==> config.mk <==
export PLATFORM = sky130hd
export DESIGN_NAME = vga_pixel_fetch
export DESIGN_NICKNAME = d
export VERILOG_FILES = /design/src/rtl/vga_pkg.sv /design/src/rtl/vga_pixel_fifo.sv /design/src/rtl/vga_pixel_fetch.sv
export SDC_FILE = /design/constraint.sdc
export NUM_CORES = 1
export LEC_CHECK = 0
export CELL_PAD_IN_SITES_DETAIL_PLACEMENT = 0
export CELL_PAD_IN_SITES_GLOBAL_PLACEMENT = 1
export CORE_UTILIZATION = 55
export DETAILED_ROUTE_END_ITERATION = 7
export PLACE_DENSITY = 0.88
export SYNTH_ARGS = -nofsm -noshare
export SYNTH_HDL_FRONTEND = slang
export SYNTH_SLANG_ARGS = --single-unit
==> constraint.sdc <==
create_clock -name MAX10_CLK1_50 -period 6 [get_ports MAX10_CLK1_50]
set_clock_uncertainty 0.15 [all_clocks]
set_input_delay 1.8 -clock MAX10_CLK1_50 [delete_from_list [all_inputs] [get_ports MAX10_CLK1_50]]
set_output_delay 1.8 -clock MAX10_CLK1_50 [all_outputs]
set_load 0.02 [all_outputs]
==> src/rtl/vga_pkg.sv <==
// Shared VGA constants, pixel type and fetch FSM state encoding.
package vga_pkg;

  localparam int unsigned H_ACTIVE     = 800;
  localparam int unsigned V_ACTIVE     = 600;
  localparam int unsigned FRAME_PIXELS = H_ACTIVE * V_ACTIVE;

  // 800x600@72 timing, shared with the timing generator
  localparam int unsigned H_FRONT = 56;
  localparam int unsigned H_SYNC  = 120;
  localparam int unsigned H_BACK  = 64;
  localparam int unsigned H_TOTAL = 1040;
  localparam int unsigned V_FRONT = 37;
  localparam int unsigned V_SYNC  = 6;
  localparam int unsigned V_BACK  = 23;
  localparam int unsigned V_TOTAL = 666;

  typedef struct packed {
    logic [3:0] r;
    logic [3:0] g;
    logic [3:0] b;
  } rgb444_t;

  typedef enum logic [1:0] {
    IDLE  = 2'd0,
    FETCH = 2'd1,
    DRAIN = 2'd2
  } fetch_state_t;

endpackage

==> src/rtl/vga_pixel_fifo.sv <==
// Prefetch FIFO between the framebuffer read port and the pixel output register.
module vga_pixel_fifo
  import vga_pkg::*;
#(
  parameter int unsigned DEPTH = 16,
  localparam int unsigned CNT_W = $clog2(DEPTH) + 1
) (
  input  logic             clk,
  input  logic             rst_n,
  input  logic             flush,
  input  logic             push,
  input  logic [11:0]      push_data,
  input  logic             pop,
  output logic [11:0]      head,
  output logic [CNT_W-1:0] count,
  output logic             empty,
  output logic             full
);

  localparam int unsigned PTR_W = $clog2(DEPTH);

  rgb444_t          mem [DEPTH];
  logic [PTR_W-1:0] wr_ptr;
  logic [PTR_W-1:0] rd_ptr;
  logic             do_push;
  logic             do_pop;

  assign empty   = (count == '0);
  assign full    = (count == CNT_W'(DEPTH));
  assign do_pop  = pop && !empty;
  assign do_push = push && !flush && (!full || do_pop);
  // Storage is flops, so the head entry comes straight from a register
  assign head    = mem[rd_ptr];

  // Pointer and occupancy tracking; flush empties the FIFO in one cycle
  always_ff @(posedge clk or negedge rst_n) begin
    if (!rst_n) begin
      wr_ptr <= '0;
      rd_ptr <= '0;
      count  <= '0;
    end else if (flush) begin
      wr_ptr <= '0;
      rd_ptr <= '0;
      count  <= '0;
    end else begin
      if (do_push) wr_ptr <= wr_ptr + PTR_W'(1);
      if (do_pop)  rd_ptr <= rd_ptr + PTR_W'(1);
      count <= count + CNT_W'(do_push) - CNT_W'(do_pop);
    end
  end

  // Entry write
  always_ff @(posedge clk) begin
    if (do_push) mem[wr_ptr] <= rgb444_t'(push_data);
  end

endmodule

==> src/rtl/vga_pixel_fetch.sv <==
// Streams framebuffer pixels into a prefetch FIFO and drives registered VGA colour.
module vga_pixel_fetch
  import vga_pkg::rgb444_t, vga_pkg::fetch_state_t, vga_pkg::IDLE, vga_pkg::FETCH, vga_pkg::DRAIN;
#(
  parameter int unsigned H_ACTIVE      = vga_pkg::H_ACTIVE,
  parameter int unsigned V_ACTIVE      = vga_pkg::V_ACTIVE,
  parameter int unsigned ADDR_W        = 19,
  parameter int unsigned FIFO_DEPTH    = 16,
  parameter logic [11:0] UNDERFLOW_RGB = 12'h000
) (
  input  logic              MAX10_CLK1_50,
  input  logic              RESET_N,
  input  logic              frame_start,
  input  logic              pixel_en,
  output logic              fb_req,
  output logic [ADDR_W-1:0] fb_addr,
  input  logic              fb_gnt,
  input  logic              fb_rvalid,
  input  logic [11:0]       fb_rdata,
  output logic [3:0]        VGA_R,
  output logic [3:0]        VGA_G,
  output logic [3:0]        VGA_B,
  output logic              underflow,
  output logic              frame_fetched
);

  localparam int unsigned CNT_W        = $clog2(FIFO_DEPTH) + 1;
  // Stale responses from an aborted frame; one frame start per frame keeps this small
  localparam int unsigned DISC_W       = CNT_W + 1;
  localparam int unsigned FRAME_PIXELS = H_ACTIVE * V_ACTIVE;
  localparam logic [ADDR_W-1:0] LAST_ADDR = ADDR_W'(FRAME_PIXELS - 1);

  fetch_state_t      state;
  logic [CNT_W-1:0]  outstanding;
  logic [CNT_W-1:0]  out_nxt;
  logic [CNT_W-1:0]  fifo_count;
  logic [CNT_W-1:0]  count_nxt;
  logic [CNT_W:0]    credit_sum;
  logic [DISC_W-1:0] discard;
  logic [11:0]       fifo_head;
  logic              fifo_empty;
  logic              fifo_full;
  logic              grant;
  logic              last_grant;
  logic              rsp_drop;
  logic              rsp_push;
  logic              pop_ok;
  logic              credit_ok;
  rgb444_t           pix_q;

  assign grant      = fb_req && fb_gnt;
  assign last_grant = grant && (fb_addr == LAST_ADDR);
  assign rsp_drop   = fb_rvalid && (discard != '0);
  assign rsp_push   = fb_rvalid && (discard == '0) && (outstanding != '0);
  assign pop_ok     = pixel_en && !fifo_empty;
  assign out_nxt    = outstanding + CNT_W'(grant) - CNT_W'(rsp_push);
  assign count_nxt  = frame_start ? '0 : fifo_count + CNT_W'(rsp_push) - CNT_W'(pop_ok);
  // Buffered plus in-flight must stay below depth so no response can overflow the FIFO
  assign credit_sum = {1'b0, count_nxt} + {1'b0, out_nxt};
  assign credit_ok  = credit_sum < (CNT_W + 1)'(FIFO_DEPTH);

  assign VGA_R = pix_q.r;
  assign VGA_G = pix_q.g;
  assign VGA_B = pix_q.b;

  vga_pixel_fifo #(
    .DEPTH(FIFO_DEPTH)
  ) u_fifo (
    .clk      (MAX10_CLK1_50),
    .rst_n    (RESET_N),
    .flush    (frame_start),
    .push     (rsp_push),
    .push_data(fb_rdata),
    .pop      (pixel_en),
    .head     (fifo_head),
    .count    (fifo_count),
    .empty    (fifo_empty),
    .full     (fifo_full)
  );

  // Fetch FSM: address generation, request credit and in-flight bookkeeping
  always_ff @(posedge MAX10_CLK1_50 or negedge RESET_N) begin
    if (!RESET_N) begin
      state         <= IDLE;
      fb_addr       <= '0;
      fb_req        <= 1'b0;
      outstanding   <= '0;
      discard       <= '0;
      frame_fetched <= 1'b0;
    end else if (frame_start) begin
      state         <= FETCH;
      fb_addr       <= '0;
      fb_req        <= 1'b1;
      outstanding   <= '0;
      discard       <= discard - DISC_W'(rsp_drop) + DISC_W'(out_nxt);
      frame_fetched <= 1'b0;
    end else begin
      outstanding <= out_nxt;
      discard     <= discard - DISC_W'(rsp_drop);
      fb_req      <= 1'b0;
      case (state)
        IDLE: ;
        FETCH: begin
          if (last_grant) begin
            state <= DRAIN;
          end else begin
            if (grant) fb_addr <= fb_addr + ADDR_W'(1);
            fb_req <= credit_ok;
          end
        end
        DRAIN: begin
          if (out_nxt == '0) begin
            state         <= IDLE;
            frame_fetched <= 1'b1;
          end
        end
        default: state <= IDLE;
      endcase
    end
  end

  // Output stage: one pixel per active-video strobe, blank otherwise
  always_ff @(posedge MAX10_CLK1_50 or negedge RESET_N) begin
    if (!RESET_N) begin
      pix_q     <= '0;
      underflow <= 1'b0;
    end else begin
      if (!pixel_en)        pix_q <= '0;
      else if (!fifo_empty) pix_q <= rgb444_t'(fifo_head);
      else                  pix_q <= rgb444_t'(UNDERFLOW_RGB);
      if (frame_start)                   underflow <= 1'b0;
      else if (pixel_en && fifo_empty)   underflow <= 1'b1;
    end
  end

  // A response with nothing in flight or pending discard breaks the read protocol
  assert property (@(posedge MAX10_CLK1_50) disable iff (!RESET_N)
    !(fb_rvalid && (discard == '0) && (outstanding == '0)));

  // Credit accounting must never let a response land in a full FIFO
  assert property (@(posedge MAX10_CLK1_50) disable iff (!RESET_N)
    !(rsp_push && fifo_full && !pop_ok));

endmodule

# After elaboration in Yosys (flattened, before gate mapping)

Memory sizes are Yosys's and may differ from the RTL's.
Index checks and enable logic that the tools add are counted.
Widths: inputs -> output; s select.

Register bits after elaboration: 60
Bits in latches: 0
Memory bits (writable): 192
ROM bits: 0
Input port bits: 18
Output and inout port bits: 34
Logic and storage cells: 92
Memories kept: 1

Add/subtract/negate cells: 12
$mul: 0
Div/mod/pow operators: 0
$lt $le $gt $ge: 1
Eq/ne operators: 8
Shifts and indexed selects: 0
Muxes and demuxes: 28
Bitwise logic cells: 0
Reductions and logical operators: 29

Memories:

| name       | words | width | read ports | clocked after Yosys merged registers in | write ports | line                 | source |
|---|---|---|---|---|---|---|---|
| u_fifo.mem | 16    | 12    | 1          | 0                                       | 1           | vga_pixel_fifo.sv:22 | `rgb444_t mem [DEPTH];` |

Operator list:

| cell                  | count |
|---|---|
| $mux 19               | 4 |
| $mux 12               | 2 |
| $add 19x1->19 const B | 1 |
| $eq 19x19->1 const B  | 1 |
| $mux 4                | 4 |
| $add 5x1->5           | 3 |
| $mux 5                | 3 |
| $sub 5x1->5           | 3 |
| $reduce_bool 2->1     | 7 |
| $logic_not 5->1       | 2 |
| $mux 1                | 10 |
| $logic_and 1x1->1     | 9 |
| $add 4x1->4 const B   | 2 |
| $add 5x5->6           | 1 |
| $add 6x5->6           | 1 |
| $logic_not 6->1       | 1 |
| $lt 6x5->1 const B    | 1 |
| $mux 2                | 3 |
| $mux 6                | 1 |
| $ne 3x3->1 const B    | 2 |
| $pmux 2 s3            | 1 |
| $reduce_and 3->1      | 2 |
| $reduce_bool 6->1     | 1 |
| $sub 6x1->6           | 1 |
| 9 further kinds       | 12 |

# Depth between registers and ports, before layout

Depth after elaboration: 11
Gate-level depth with buffers: 16
Mapped depth without buffers: 16

# Modules after synthesis

A second synthesis with hierarchy kept.

Cells, all modules: 722
Area, all modules: 11046.8 sq um

By module, submodules not included:

| module          | instances | cells an instance | area each (sq um) | sequential area each (sq um) |
|---|---|---|---|---|
| vga_pixel_fifo  | 1         | 449               | 8304.2            | 6090.8 |
| vga_pixel_fetch | 1         | 273               | 2742.6            | 1176.1 |

# Worst setup path after synthesis

Ideal clock, no wire load.

Kind: in2reg
Start: input fb_rvalid
End: register discard[5]
Arrival time: 4.313 ns
Required time: 5.725 ns
Path slack: 1.412 ns
Stages on the path: 13
Cell sequence: nand4_2 -> clkinv_1 -> xnor2_1 -> ha_1 -> fa_1 -> and3b_1 -> or4_1 -> nand2_1 -> inv_1 -> ha_1 -> o21ai_0 -> a31oi_1 -> xnor2_1

Cells in the longest elaborated chain, start to end: 5

Ends and longest elaborated chain:

| element                         | line                  | source |
|---|---|---|
| from (decl)                     | vga_pixel_fetch.sv:18 | `input logic fb_rvalid,` |
| $logic_and 1x1->1 (2 in series) | vga_pixel_fetch.sv:54 | `assign rsp_push = fb_rvalid && (discard == '0) && (outstanding != '0);` |
| $sub 5x1->5                     | vga_pixel_fetch.sv:56 | `assign out_nxt = outstanding + CNT_W'(grant) - CNT_W'(rsp_push);` |
| $add 6x5->6                     | vga_pixel_fetch.sv:95 | `discard <= discard - DISC_W'(rsp_drop) + DISC_W'(out_nxt);` |
| $mux 6 (*)                      | vga_pixel_fetch.sv:90 | `end else if (frame_start) begin` |
| to (signal assigned)            | vga_pixel_fetch.sv:95 |  |
| to (signal assigned)            | vga_pixel_fetch.sv:99 | `discard <= discard - DISC_W'(rsp_drop);` |
| to (decl)                       | vga_pixel_fetch.sv:39 | `logic [DISC_W-1:0] discard;` |

Every way passes the cells marked *; elsewhere a longest branch is shown, timed or not.
A chain may end at the register's enable or synchronous reset.

# Final worst setup path

Ends and elaborated chain as after synthesis.

==> results by group <==
Final layout
  • Most common cell after layout, fill and taps aside: sky130_fd_sc_hd__edfxtp_1
  • Proportion of layout cells with a drive suffix above 1: 15.62%
  • Number of fill cells in the layout: 1316
  • Most frequent cells in the layout: sky130_fd_sc_hd__edfxtp_1, sky130_fd_sc_hd__dfrtp_1, sky130_fd_sc_hd__clkdlybuf4s50_1, sky130_fd_sc_hd__mux4_2
  • Nets: 781
  • Area delta synth->final: 14.66%
  • Utilization of the core after routing: 64.41%
  • Diodes inserted: 0

Setup path
  • Nature of the critical path startpoint: input pin
  • Worst Path Class, Setup: input pin to flip-flop
  • Data arrival time of the worst path: 5.10 ns
  • Capturing element type of the critical path: flip-flop
  • Highest fanout seen on the critical path: 10
  • Required time at the endpoint of the critical path: 6.26 ns

STA
  • Slew margin rel.: 31.77%
  • Final Hold Violating Endpoints: 0
  • Max Clock Freq: 206.4 MHz
  • Setup total negative slack: 0 ns
  • Final cycle utilization of the critical path: 80.76%
  • Measured slew at the worst slew-check pin: 1.022 ns
  • Max-slew violation total from the final report: 0
  • Final critical-path required period: 4.846 ns
  • Setup violation total in the final timing report: 0
  • Unrepaired setup endpoints after global routing: false

Logic synthesis
  • Cells after Synth: 675
  • Count of flip-flops with a built-in enable after synthesis: 192
  • Post-Synthesis Net Count: 726
  • Primary flip-flop cell chosen by synthesis mapping: sky130_fd_sc_hd__edfxtp_1
  • FF+latch count, synth: 252
  • Area of the mapped netlist: 10930 µm²
  • Post-Synthesis Mean Instance Area: 16.20 µm²
  • YS warnings: 0
  • Proportion of register bits with asynchronous set or reset after synthesis: 23.81%
  • Proportion of synthesized chip area in sequential cells: 66.47%
  • Unique masters post-synth: 54

Placement
  • Port buffer count: 51
  • Detail Placement HPWL: 13730 µm
  • Final RePlAce weighted congestion: 0.8374

Floorplan
  • Placeable core region: 19460 µm²
  • Standard-cell row count: 51
  • Vert. Die Dim: 143.0 µm
  • Width of the die: 143.0 µm
  • Ports placed on the boundary: 52
  • Initial cell density of the core: 56.17%
  • Die Outline Area: 20450 µm²

Detailed routing
  • Drt wl/cell: 23.19 µm
  • Post-DR vias/cell: 6.027
  • Iteration-0 DRC Markers: 524
  • First-pass iteration count of the detailed router: 5
  • Post-Route WL: 23510 µm
  • ANT nets after route: 0
  • Count of vias placed by the detailed router: 6111
  • Post-route DRC violation count: 0

CTS
  • # hold bufs at CTS: 0
  • Post-CTS Setup Repair Bufs: 0
  • Library cell used as clock root buffer: sky130_fd_sc_hd__clkbuf_16
  • Number of clock sinks seen by CTS: 252
  • Clk slew on worst S/H paths: 0.07 ns
  • Number of buffers created by CTS: 25
  • Insertion delay to the later sink of the worst-skew pair: 0.53 ns
  • Clock tree buffer depth: 3
  • TritonCTS clock tree: yes
  • Number of gates resized after CTS: 0
  • # H-tree levels: 1

Status
  • Status: finished, final reports clean

Pwr
  • Worst ir drop on vdd: 0.0003672 V
  • Power per cell area: 402.1 nW/µm²
  • Static Leak: 0.004305 µW

GRT
  • Number of antenna violations at the first check in global routing: 0
  • Number of global-route vias before repair: 6243
  • Global Route Usage Sum: 24.06%
  • Gr ovfl total: 0
  • Largest net degree at the start of global routing: 58
  • First-pass GRT wire length: 35860 µm

Min path
  • Worst Hold Class: flip-flop to flip-flop

Job
  • Maximum Capacitance Violations: 0
## routing by layer
metal	share of wire (%)	vias to the layer above	routed length, µm	global-route usage [%]
met5	0	-	0	0
met4	2.0	0	476	7.301
met3	4.9	43	1149	3.421
met2	52	193	12270	41.57
met1	41	3141	9618	31.68
li1	-	2734	-	-
## cell families (layout without fill, tap and decap cells)
family / count (synthesis) / in the layout / synth area share (%)
adders and majority gates: 33 / 33 / 4.051
buffers and inverters: 60 / 134 / 2.140
muxes: 83 / 83 / 13.18
DFF: 252 / 252 / 66.47
AOI/OAI and AO/OA: 77 / 77 / 4.463
and+or+nand+nor: 149 / 149 / 8.011
xor gates and xnor gates: 21 / 21 / 1.682
## path summary, 6_finish.rpt
kind                                 from               end  cells after the start  slack (ns)
hold / removal                  underflow         underflow                      1        0.37
hold reg to reg                 underflow         underflow                      1        0.37
max in group asynchronous         RESET_N  u_fifo.rd_ptr[0]                      2        3.65
setup / recovery                fb_rvalid        discard[5]                     14        1.15
setup reg to reg           outstanding[3]        discard[5]                     16        1.62
min in group asynchronous         RESET_N        discard[0]                      1        1.05
## synth_stat cells (3+ instances only)
master | instances | area share [%]
sky130_fd_sc_hd__mux4_2 | 48 | 9.9
sky130_fd_sc_hd__nor2_1 | 34 | 1.2
sky130_fd_sc_hd__o31ai_1 | 8 | 0.55
sky130_fd_sc_hd__or4b_2 | 3 | 0.27
sky130_fd_sc_hd__edfxtp_1 | 192 | 53
sky130_fd_sc_hd__mux2i_1 | 27 | 2.5
sky130_fd_sc_hd__mux2_2 | 8 | 0.82
sky130_fd_sc_hd__a21oi_1 | 25 | 1.1
sky130_fd_sc_hd__dfrtp_1 | 60 | 14
sky130_fd_sc_hd__xnor2_1 | 12 | 0.96
sky130_fd_sc_hd__xor2_1 | 9 | 0.72
sky130_fd_sc_hd__o21ai_0 | 8 | 0.37
sky130_fd_sc_hd__nor3_1 | 4 | 0.18
sky130_fd_sc_hd__clkbuf_1 | 19 | 0.65
sky130_fd_sc_hd__or4bb_1 | 3 | 0.31
sky130_fd_sc_hd__nor3b_1 | 4 | 0.27
sky130_fd_sc_hd__a21o_1 | 3 | 0.21
sky130_fd_sc_hd__nand2_1 | 17 | 0.58
sky130_fd_sc_hd__nor4_1 | 3 | 0.17
sky130_fd_sc_hd__or4_1 | 9 | 0.62
sky130_fd_sc_hd__fa_1 | 4 | 0.73
sky130_fd_sc_hd__a31oi_1 | 3 | 0.17
sky130_fd_sc_hd__or3_1 | 4 | 0.23
sky130_fd_sc_hd__and2_1 | 15 | 0.86
sky130_fd_sc_hd__nand3_1 | 15 | 0.69
sky130_fd_sc_hd__o22ai_1 | 12 | 0.69
sky130_fd_sc_hd__buf_2 | 7 | 0.32
sky130_fd_sc_hd__inv_1 | 30 | 1.0
sky130_fd_sc_hd__nor2b_1 | 13 | 0.74
sky130_fd_sc_hd__ha_1 | 29 | 3.3
sky130_fd_sc_hd__a211oi_1 | 3 | 0.21
sky130_fd_sc_hd__and3_1 | 4 | 0.23
sky130_fd_sc_hd__nand4_1 | 7 | 0.40
## worst max-delay path, stage by stage
cell and delay, ns:
sky130_fd_sc_hd__clkdlybuf4s50_1 0.44, sky130_fd_sc_hd__nand4_2 0.18, sky130_fd_sc_hd__clkinv_1 0.23, sky130_fd_sc_hd__xnor2_1 0.20
sky130_fd_sc_hd__ha_1 0.21, sky130_fd_sc_hd__fa_1 0.41, sky130_fd_sc_hd__and3b_1 0.21, sky130_fd_sc_hd__or4_1 0.52
sky130_fd_sc_hd__nand2_1 0.10, sky130_fd_sc_hd__inv_1 0.07, sky130_fd_sc_hd__ha_1 0.31, sky130_fd_sc_hd__o21ai_0 0.08
sky130_fd_sc_hd__a31oi_1 0.23, sky130_fd_sc_hd__xnor2_1 0.10
## stage by stage
stage | cell area (µm²) | total power (µW) | setup WS (ns) | cells | hold slack [ns]
global placement | 11700 | 3419 | 0.7386 | 968 | 0.3594
CTS | 12540 | 5065 | 1.191 | 1014 | 0.3814
finish | 12540 | 5041 | 1.154 | 1014 | 0.3728
detailed placement | 11700 | 3474 | 0.6445 | 968 | 0.3650
floorplan | 10930 | 3130 | 1.412 | 675 | 0.3427
global route | 12540 | 5283 | 0.9375 | 1014 | 0.3973
## flip-flops by register name, summed over array words and instances (netlist names)
register and cells:
VGA_B 4, VGA_G 4, frame_fetched 1, state 2, u_fifo.mem 192, fb_req 1, u_fifo.wr_ptr 4, outstanding 5
u_fifo.count 5, fb_addr 19, VGA_R 4, discard 6, u_fifo.rd_ptr 4, underflow 1
## final cells by class
| type | count | area [µm²] | area share [%] |
|---|---|---|---|
| repair buffers | 56 | 538.0 | 4.292 |
| clock buffers | 35 | 704.4 | 5.619 |
| clock inverters | 11 | 130.1 | 1.038 |
| multi-input cells | 363 | 3442 | 27.46 |
| inverters | 32 | 120.1 | 0.9582 |
| well taps | 265 | 331.6 | 2.645 |
| flip-flops and latches | 252 | 7269 | 57.99 |
## power by group
part           leakage (µW)  switching, µW  total, µW  internal (µW)
Sequential          0.00252            126       2100           1970
Clock              0.000409            671       1590            917
Combinational       0.00138            685       1360            671
Power figures use the tool's default switching activity.
